==> src/rtl/logic_arb.sv <==
// Round-robin arbiter in front of a single shared bitwise logic unit.
// One request is granted per open acceptance window; its result is held until the downstream side takes it.
module logic_arb #(
  parameter int N = 4,
  parameter int D = 16
) (
  input  logic                   i_clk,
  input  logic                   i_rst_n,
  input  logic [N-1:0]           i_req_valid,
  input  logic [2*N-1:0]         i_req_op,
  input  logic [N*D-1:0]         i_req_a,
  input  logic [N*D-1:0]         i_req_b,
  output logic [N-1:0]           o_req_ready,
  output logic                   o_rsp_valid,
  output logic [$clog2(N)-1:0]   o_rsp_id,
  output logic [D-1:0]           o_rsp_data,
  input  logic                   i_rsp_ready,
  output logic                   o_idle
);

  localparam int IW = $clog2(N);

  typedef enum logic {
    S_IDLE = 1'b0,
    S_RESP = 1'b1
  } state_t;

  state_t          state_q, state_d;
  logic [IW-1:0]   ptr_q, ptr_d;
  logic [IW-1:0]   rsp_id_q, rsp_id_d;
  logic [D-1:0]    rsp_data_q, rsp_data_d;

  logic            any_vld;
  logic [IW-1:0]   grant;
  logic            window;
  logic            accept;
  logic [1:0]      sel_op;
  logic [D-1:0]    sel_a, sel_b;

  function automatic logic [D-1:0] exec_op(input logic [1:0] op,
                                           input logic [D-1:0] a,
                                           input logic [D-1:0] b);
    logic [D-1:0] r;
    case (op)
      2'b00:   r = a & b;
      2'b01:   r = a | b;
      2'b10:   r = a ^ b;
      default: r = ~a;
    endcase
    return r;
  endfunction

  function automatic logic [IW-1:0] next_ptr(input logic [IW-1:0] g);
    logic [IW-1:0] r;
    if (g == IW'(N - 1)) r = '0;
    else                 r = g + IW'(1);
    return r;
  endfunction

  // Search from the pointer upward, wrapping at N-1, for the first valid requester.
  always_comb begin
    int idx;
    any_vld = 1'b0;
    grant   = '0;
    idx     = 0;
    for (int k = 0; k < N; k++) begin
      idx = int'(ptr_q) + k;
      if (idx >= N) idx = idx - N;
      if (!any_vld && i_req_valid[idx]) begin
        any_vld = 1'b1;
        grant   = idx[IW-1:0];
      end
    end
  end

  assign window = (state_q == S_IDLE) || i_rsp_ready;
  assign accept = window && any_vld;

  assign sel_op = i_req_op[grant*2 +: 2];
  assign sel_a  = i_req_a[grant*D +: D];
  assign sel_b  = i_req_b[grant*D +: D];

  // Ready is gated by reset so nothing is handshaken while the block is held in reset.
  always_comb begin
    o_req_ready = '0;
    if (accept && i_rst_n) o_req_ready[grant] = 1'b1;
  end

  always_comb begin
    state_d    = state_q;
    ptr_d      = ptr_q;
    rsp_id_d   = rsp_id_q;
    rsp_data_d = rsp_data_q;
    if (accept) begin
      state_d    = S_RESP;
      ptr_d      = next_ptr(grant);
      rsp_id_d   = grant;
      rsp_data_d = exec_op(sel_op, sel_a, sel_b);
    end else if (state_q == S_RESP && i_rsp_ready) begin
      state_d = S_IDLE;
    end
  end

  // Stage boundary: accepted request -> registered response.
  always_ff @(posedge i_clk or negedge i_rst_n) begin
    if (!i_rst_n) begin
      state_q    <= S_IDLE;
      ptr_q      <= '0;
      rsp_id_q   <= '0;
      rsp_data_q <= '0;
    end else begin
      state_q    <= state_d;
      ptr_q      <= ptr_d;
      rsp_id_q   <= rsp_id_d;
      rsp_data_q <= rsp_data_d;
    end
  end

  assign o_rsp_valid = (state_q == S_RESP);
  assign o_rsp_id    = rsp_id_q;
  assign o_rsp_data  = rsp_data_q;
  assign o_idle      = (state_q == S_IDLE);

endmodule
==> config.mk <==
export PLATFORM = sky130hd
export DESIGN_NAME = logic_arb
export DESIGN_NICKNAME = d
export VERILOG_FILES = /design/src/rtl/logic_arb.sv
export SDC_FILE = /design/constraint.sdc
export NUM_CORES = 1
export LEC_CHECK = 0
export CORE_MARGIN = 3
export CORE_UTILIZATION = 44
export DETAILED_ROUTE_END_ITERATION = 10
export PLACE_DENSITY = 0.89
export SLEW_MARGIN = 20
export SYNTH_ARGS = -nofsm -noshare
export SYNTH_HDL_FRONTEND = slang
export SYNTH_SLANG_ARGS = --single-unit
export TNS_END_PERCENT = 100
==> constraint.sdc <==
create_clock -name i_clk -period 6.3 [get_ports i_clk]
set_input_delay 1.575 -clock i_clk [delete_from_list [all_inputs] [get_ports i_clk]]
set_output_delay 1.575 -clock i_clk [all_outputs]
set_load 0.01 [all_outputs]
# After elaboration in Yosys (flattened, before gate mapping)
# Index checks and enable logic that the tools add are counted.
# word_totals
ff_bits,21
input_bits,143
output_inout_bits,24
# classes
add_sub_neg,8
order_cmp,10
n_eq_ne,3
n_shift,3
mux,31
bitwise,5
reduce_logical,13
# op_table
op,count
32-bit by 4-bit < comparator with 1-bit output (second input constant),4
32-bit two-way mux,4
64-bit by 7-bit indexed part select with 16-bit output,2
16-bit case mux with 3 select lines,1
16-bit AND,1
16-bit NOT,1
16-bit OR,1
16-bit XOR,1
1-bit two-way mux,15
3-bit by 3-bit subtractor with 4-bit output (second input constant),3
2-bit two-way mux,5
3-bit greater-or-equal comparator (second input constant),3
1-bit binary-select mux with 2-bit select,4
8-bit by 4-bit indexed part select with 2-bit output,1
1-bit logical AND,7
2-bit by 2-bit adder with 3-bit output (second input constant),2
2-bit equality test (second input constant),2
4-bit two-way mux,1
2-bit by 3-bit subtractor with 4-bit output (second input constant),1
2-bit by 1-bit adder with 3-bit output (second input constant),1
2-bit by 3-bit greater-or-equal comparator with 1-bit output (second input constant),1
1-bit zero test,3
2-bit by 3-bit < comparator with 1-bit output (second input constant),1
2-bit by 1-bit adder with 2-bit output (second input constant),1
other kinds (7),7

# Logic depth before layout (Yosys ltp)
# Gate-level depths: netlist of run 1.
# depth
ltp_word,20
depth_mapped,13
mapped_depth_nobuf,10

# Least setup slack after synthesis of run 1
# OpenSTA, ideal clock, no wires.
# synth_timing
kind,input port to output port
from,input i_req_valid[3]
to,output o_req_ready[3]
arrival_ns,3.086
required_time_ns,4.725
slack_ns,1.639
path_stages,8
path_buffers,3
path_cell_list,nor2b_1 o21a_1 nor3_4 buf_6 buf_4 buf_2 ha_1 and3_1
# synth_between
elab_chain_cells,18
word_cells_on_any_way,34
cone_classes,order compare: 2; mux: 23; reduce/logical: 9
# synth_lines
item,line_no,source
"start, declared",9,"input logic [N-1:0] i_req_valid,"
1-bit binary-select mux with 2-bit select,69,if (!any_vld && i_req_valid[idx]) begin
1-bit two-way mux (not written as such) (2 in a row),69,
1-bit two-way mux,69,
1-bit zero test,69,
1-bit logical AND,69,
1-bit two-way mux,69,
1-bit zero test,69,
1-bit logical AND,69,
[2 not listed],--,
1-bit logical AND,69,
2-bit two-way mux *,69,
named net grant[0],34,logic [IW-1:0] grant;
2-bit by 3-bit < comparator with 1-bit output (not written as such) or 2-bit by 1-bit greater-or-equal comparator with 1-bit output (tied branches),86,if (accept && i_rst_n) o_req_ready[grant] = 1'b1;
1-bit logical AND (not written as such),86,
1-bit two-way mux (not written as such),86,
1-bit demux with 2-bit select *,86,
4-bit two-way mux *,86,
"end, declared",13,"output logic [N-1:0] o_req_ready,"
# Mark *: on every way through the listed nets, which the timed path passes. The rest lies on a longest branch. The select of a mux whose other input is x is not followed.

# Worst setup path in the final report of run 1
# layout_timing
from,input i_req_valid[3]
to,output o_req_ready[2]
# layout_between
elab_chain_cells,18
word_cells_on_any_way,34
cone_classes,order compare: 2; mux: 23; reduce/logical: 9
# layout_lines
item,line_no
1-bit binary-select mux with 2-bit select,69
1-bit two-way mux (not written as such) (2 in a row),69
1-bit two-way mux,69
1-bit zero test,69
1-bit logical AND,69
1-bit two-way mux,69
1-bit zero test,69
1-bit logical AND,69
1-bit two-way mux,69
1-bit zero test,69
1-bit logical AND,69
2-bit two-way mux,69
2-bit by 3-bit < comparator with 1-bit output (not written as such) or 2-bit by 1-bit greater-or-equal comparator with 1-bit output (tied branches),86
1-bit logical AND (not written as such),86
1-bit two-way mux (not written as such),86
1-bit demux with 2-bit select,86
4-bit two-way mux *,86
# Mark *: on every way between the ends. The rest lies on a longest branch, timed or not. The select of a mux whose other input is x is not followed.

==> results.sh, run 1 <==
export IMPL_timing_hold_ws_ns=0.494
export IMPL_drive_gt1_frac=0.0757
export IMPL_netlist_area_leader_share=0.319
export IMPL_cts_setup_buffers=0
export IMPL_clock_sinks=21
export IMPL_crit_fanout=24
export IMPL_hpwl_mm=7.17
export IMPL_dp_slack_ns=0.441
export IMPL_setup_tns_ns=0
export IMPL_post_route_min_period_ns=5.84
export IMPL_p_leak_uw=0.00241
export IMPL_ctsResizeCount=0
export IMPL_grt_use_total=0.208
export IMPL_crit_path_end="o_req_ready[2]"
export IMPL_crit_start="i_req_valid[3]"
export IMPL_rrSetupSlack_ns=3.19
export IMPL_route_detailed_drc=0
export IMPL_rsz0062_at_grt="false"
export IMPL_fin_total_pwr_uw=1430
export IMPL_ys_flop_type="dfrtp_1"
export IMPL_vias_per_cell=5.02
export IMPL_async_reset_ff_frac=1.00
export IMPL_die_height_um=90.5
export IMPL_cap_violations=0
export IMPL_seq_area_frac_synth=0.167
export IMPL_diodes=0
export IMPL_synth_common_cells="100 x mux2i_1, 69 x nand2_1, 52 x inv_1"
export IMPL_yosysTopAreaCell="mux2i_1"
export IMPL_synth_seq_cells=21
export IMPL_num_vias=3065
export IMPL_syn_inst=359
export IMPL_r2r_start="ptr_q[0]"
export IMPL_relSlewSlack=0.427
export IMPL_coreArea_um2=6870
export IMPL_std_cell_rows=30
export IMPL_clock_root_buffer="clkbuf_8"
export IMPL_path_clk_slew_ns=0.07
export IMPL_timing_final_ws_setup_ns=0.465
export IMPL_fmax_ghz=0.171
export IMPL_wire_per_inst_um=14.1
export IMPL_fin_crit_sh=0.926
export IMPL_synth_warnings=0
export IMPL_place_gp_congestion=0.720
export IMPL_status="completed"
export IMPL_cts_buffers=3
export IMPL_grt_pass1_wl_mm=14.4
export IMPL_critPathKind="input pin to primary output"
export IMPL_reg2reg_to="o_rsp_data[8]"
export IMPL_antenna_left=0
export IMPL_grt_overflow=0
export IMPL_clockBufferDepth=2
export IMPL_endpoint_kind="primary output"
export IMPL_yosysUniqueCellTypes=29
export IMPL_yosys_top_cells_area="mux2i_1 32%, dfrtp_1 17%, ha_1 14%, nand2_1 8.3%, inv_1 6.2%"
export IMPL_clk_latency_ns=0.26
export IMPL_worst_pin_slew_ns=0.858
export IMPL_rr_worst_depth=11
export IMPL_synth_most_common_cell="mux2i_1"
export IMPL_ir_worst_vdd_v=0.000162
export IMPL_grt_max_degree=35
export IMPL_cts_tree="built"
export IMPL_firstDrtPassIters=4
export IMPL_antenna_found_initial=0
export IMPL_hold_violations=0
export IMPL_worstHoldPathType="flop to flop"
export IMPL_fin_skew_ns=0.00546
export IMPL_power_density_nw_per_um2=293
export IMPL_syn_avg_cell_area_um2=8.74
export IMPL_wirelength_mm=8.63
export IMPL_drt_iter0_markers=72
export IMPL_start_util=0.457
export IMPL_cts_hold_buffers=0
export IMPL_required_ns=4.72
export IMPL_htree_num_levels=1
export IMPL_syn_num_nets=538
export IMPL_io_buffer_count=166
export IMPL_start_kind="input pin"
export IMPL_setup_viol=0
export IMPL_dieArea_um2=8180
export IMPL_mappedNetlistArea_um2=3140
export IMPL_fin_nets=695
export IMPL_synth_edf_count=0
export IMPL_drv_slew=0
export IMPL_die_w_um=90.5
export IMPL_post_route_util=0.711
export IMPL_pin_count=167
export IMPL_grt_pass1_vias=3042
export IMPL_fillers=565
export IMPL_area_growth_pct=55.5
export IMPL_critPathArrivalTime_ns=4.26
[worst max-delay path, stage by stage]
cell and delay [ns]:
clkdlybuf4s50_1 0.48, nor2b_1 0.19, nand3_1 0.10, nand3_1 0.07, buf_4 0.31, clkinv_1 0.50
ha_1 0.37, and3_1 0.16, clkdlybuf4s50_1 0.49
[kinds of logic (layout without fill, tap and decap cells)]
family,count (synthesis),after routing,share of synthesized area
buffers and inverters,73,229,0.105
adders and majority gates,36,36,0.143
muxes,118,118,0.387
and+or+nand+nor,85,85,0.114
DFF,21,21,0.167
AOI/OAI and AO/OA,26,26,0.0833
[per-stage QoR]
stage / cells / instance area (um2)
2_1_floorplan: 359 / 3140
3_3_place_gp: 607 / 4840
3_5_place_dp: 607 / 4840
4_1_cts: 611 / 4880
5_1_grt: 611 / 4880
6_report: 611 / 4880
[cell type report]
| class | count | area, um2 | share of cell area |
|---|---|---|---|
| Clock buffer | 3 | 41.3 | 0.00846 |
| Tap cell | 96 | 120 | 0.0246 |
| Sequential cell | 21 | 526 | 0.108 |
| Multi-Input combinational cell | 265 | 2280 | 0.468 |
| Inverter | 53 | 199 | 0.0407 |
| Clock inverter | 1 | 5.00 | 0.00103 |
| Timing Repair Buffer | 172 | 1710 | 0.350 |
[sequential cells by signal, summed over array words and instances, names as in the netlist]
register and flops:
ptr_q 2, o_rsp_data 16, o_rsp_id 2, o_rsp_valid 1
[worst min-delay path by stage]
| stage | from | to | slack, ns | cells past startpoint |
|---|---|---|---|---|
| 6_report | o_rsp_id[1] | o_rsp_id[1] | 0.49 | 2 |
| 3_3_place_gp | o_rsp_id[1] | o_rsp_id[1] | 0.47 | 2 |
| 3_5_place_dp | o_rsp_data[14] | o_rsp_data[14] | 0.48 | 2 |
| 5_1_grt | o_rsp_data[10] | o_rsp_data[10] | 0.51 | 2 |
| 2_1_floorplan | o_rsp_id[0] | o_rsp_id[0] | 0.52 | 2 |
| 4_1_cts | o_rsp_data[10] | o_rsp_data[10] | 0.49 | 2 |
[layer usage]
layer	routed length [um]	global-route usage	vias to the layer above	part of all wire
li1	-	-	1530	-
met1	3360	0.227	1431	0.39
met2	4610	0.407	100	0.53
met3	612	0.0575	4	0.071
met4	41	0.0230	0	0.0048
met5	0	0	-	0
[power breakdown]
group | internal (uW) | total [uW] | switching [uW]
Combinational | 562 | 1110 | 545
Clock | 44.1 | 89.0 | 44.9
Sequential | 196 | 233 | 37.0
Total | 801 | 1430 | 627
[cell usage in the layout, fill, tap and decap left out, drive strengths merged]
cell / n
ha: 36
clkbuf: 3
nor2: 4
nand2b: 1
clkdlybuf4s50: 166
mux2: 17
clkinv: 2
inv: 52
buf: 6
nand3: 2
nor2b: 1
mux2i: 101
a221oi: 1
a21oi: 3
or2: 1
o21ai: 4
nor3: 1
nor4: 1
dfrtp: 21
a21o: 1
o221ai: 16
and3: 4
o21a: 1
nand3b: 1
nand2: 69
No activity file was read; power rests on OpenSTA's default activity.
==> run 2: changes to the inputs <==
--- a/config.mk
+++ b/config.mk
@@ -8,7 +8,7 @@
 export CORE_MARGIN = 3
 export CORE_UTILIZATION = 44
 export DETAILED_ROUTE_END_ITERATION = 10
-export PLACE_DENSITY = 0.89
+export PLACE_DENSITY = 0.93
 export SLEW_MARGIN = 20
 export SYNTH_ARGS = -nofsm -noshare
 export SYNTH_HDL_FRONTEND = slang
==> run 2 against run 1 <==
  * Clock power rose by 2.4%
  * Clock skew fell by 0.00078 ns
  * Clock-buffer cell count did not move
  * Core utilization did not move
  * Sequential cell count did not move
  * Design area did not move
  * Routed wire length rose by 1.4%
  * Non-clock buffer count did not move
  * Hold slack got worse by 0.0019 ns
  * Die area did not move
  * Sequential share of layout area did not move
==> results.sh, run 2 (same netlist as run 1, synthesis figures left out) <==
export IMPL_grt_max_degree=38
export IMPL_drv_slew=0
export IMPL_antenna_left=0
export IMPL_grt_pass1_vias=3143
export IMPL_critPathKind="input pin to primary output"
export IMPL_path_clk_slew_ns=0.08
export IMPL_coreArea_um2=6870
export IMPL_grt_use_total=0.208
export IMPL_drive_gt1_frac=0.0757
export IMPL_worst_pin_slew_ns=0.849
export IMPL_ctsResizeCount=0
export IMPL_die_height_um=90.5
export IMPL_fillers=528
export IMPL_ir_worst_vdd_v=0.000178
export IMPL_antenna_found_initial=0
export IMPL_rrSetupSlack_ns=2.90
export IMPL_regArea_um2=526
export IMPL_largest_register_ffs=16
export IMPL_clockBufferDepth=2
export IMPL_rr_worst_depth=9
export IMPL_grt_pass1_wl_mm=14.4
export IMPL_clk_latency_ns=0.26
export IMPL_path_cells="clkdlybuf4s50_1 -> nor2b_1 -> nand3_1 -> nand3_1 -> buf_4 -> clkinv_1 -> ha_1 -> and3_1 -> clkdlybuf4s50_1"
export IMPL_cts_setup_buffers=0
export IMPL_placed_area_um2=4840
export IMPL_holdPathStages=2
export IMPL_drt_iter0_markers=53
export IMPL_p_leak_uw=0.00241
export IMPL_relSlewSlack=0.422
export IMPL_crit_fanout=24
export IMPL_pin_count=167
export IMPL_std_cell_rows=30
export IMPL_final_cell_mix="166 x clkdlybuf4s50_1, 100 x mux2i_1, 69 x nand2_1"
export IMPL_dp_slack_ns=0.349
export IMPL_start_kind="input pin"
export IMPL_setup_tns_ns=0
export IMPL_crit_slowest_cell="clkinv_1"
export IMPL_die_w_um=90.5
export IMPL_status="completed"
export IMPL_fin_nets=695
export IMPL_place_gp_congestion=0.774
export IMPL_fmax_ghz=0.170
export IMPL_fin_skew_ns=0.00467
export IMPL_grt_overflow=0
export IMPL_setup_viol=0
export IMPL_cap_violations=0
export IMPL_io_buffer_count=166
export IMPL_final_common_cell="clkdlybuf4s50_1"
export IMPL_fin_crit_sh=0.936
export IMPL_firstDrtPassIters=4
export IMPL_vias_per_cell=4.95
export IMPL_rsz0062_at_grt="false"
export IMPL_final_area_um2=4880
export IMPL_wire_per_inst_um=14.3
export IMPL_start_util=0.457
export IMPL_endpoint_kind="primary output"
export IMPL_cts_buffers=3
export IMPL_num_vias=3027
export IMPL_worstHoldPathType="flop to flop"
export IMPL_diodes=0
export IMPL_route_detailed_drc=0
export IMPL_dieArea_um2=8180
export IMPL_required_ns=4.72
export IMPL_hold_violations=0
export IMPL_timing_hold_ws_ns=0.492
export IMPL_hpwl_mm=7.19
export IMPL_post_route_min_period_ns=5.90
export IMPL_clock_root_buffer="clkbuf_8"
export IMPL_critPathMaxStageDelay_ns=0.56
export IMPL_clock_sinks=21
export IMPL_timing_final_ws_setup_ns=0.401
export IMPL_multi_input_area_um2=2280
export IMPL_cts_hold_buffers=0
export IMPL_wirelength_mm=8.75
export IMPL_area_growth_pct=55.5
export IMPL_power_density_nw_per_um2=296
export IMPL_critPathArrivalTime_ns=4.32
export IMPL_htree_num_levels=1
export IMPL_cts_tree="built"
[run 2: cell counts in the layout (fill, tap and decap cells not counted)]
No cell type changed its count.
[run 2: metal layers]
metal	wire length (um)	global-route usage	vias up	part of all wire
met5	0	0	-	0
met2	4730	0.408	110	0.54
li1	-	-	1534	-
met3	654	0.0600	8	0.075
met1	3270	0.222	1375	0.37
met4	94	0.0306	0	0.011
[run 2: power by group]
part           total (uW)  internal (uW)  switching, uW
clock network        91.1           44.1           47.1
registers             236            196           40.1
logic                1120            563            553
[run 2: path summary, 6_finish.rpt]
check	from	endpoint
max in group asynchronous	i_rst_n	o_rsp_valid
min in group asynchronous	i_rst_n	ptr_q[1]
hold reg to reg	o_rsp_data[14]	o_rsp_data[14]
setup / recovery	i_req_valid[3]	o_req_ready[2]
setup reg to reg	ptr_q[1]	o_rsp_data[1]
hold / removal	o_rsp_data[14]	o_rsp_data[14]
[run 2: final cells by class]
class | instances | area share
repair buffers | 172 | 0.350
clock inverters | 1 | 0.00103
inverters | 53 | 0.0407
flip-flops and latches | 21 | 0.108
multi-input cells | 265 | 0.468
clock buffers | 3 | 0.00846
well taps | 96 | 0.0246
[run 2: worst max-delay path: cells and delay by family]
family	cells	cell delay [ns]
buffers and inverters	4	1.82
adder cells (fa/ha/maj)	1	0.41
AND/OR/NAND/NOR	4	0.50
[run 2: metrics by stage]
stage / total power, uW / util / cells
floorplan: 1020 / - / 359
global placement: 1310 / 0.704 / 607
CTS: 1460 / 0.711 / 611
finish: 1440 / 0.711 / 611
global route: 1580 / 0.711 / 611
detailed placement: 1360 / 0.704 / 607
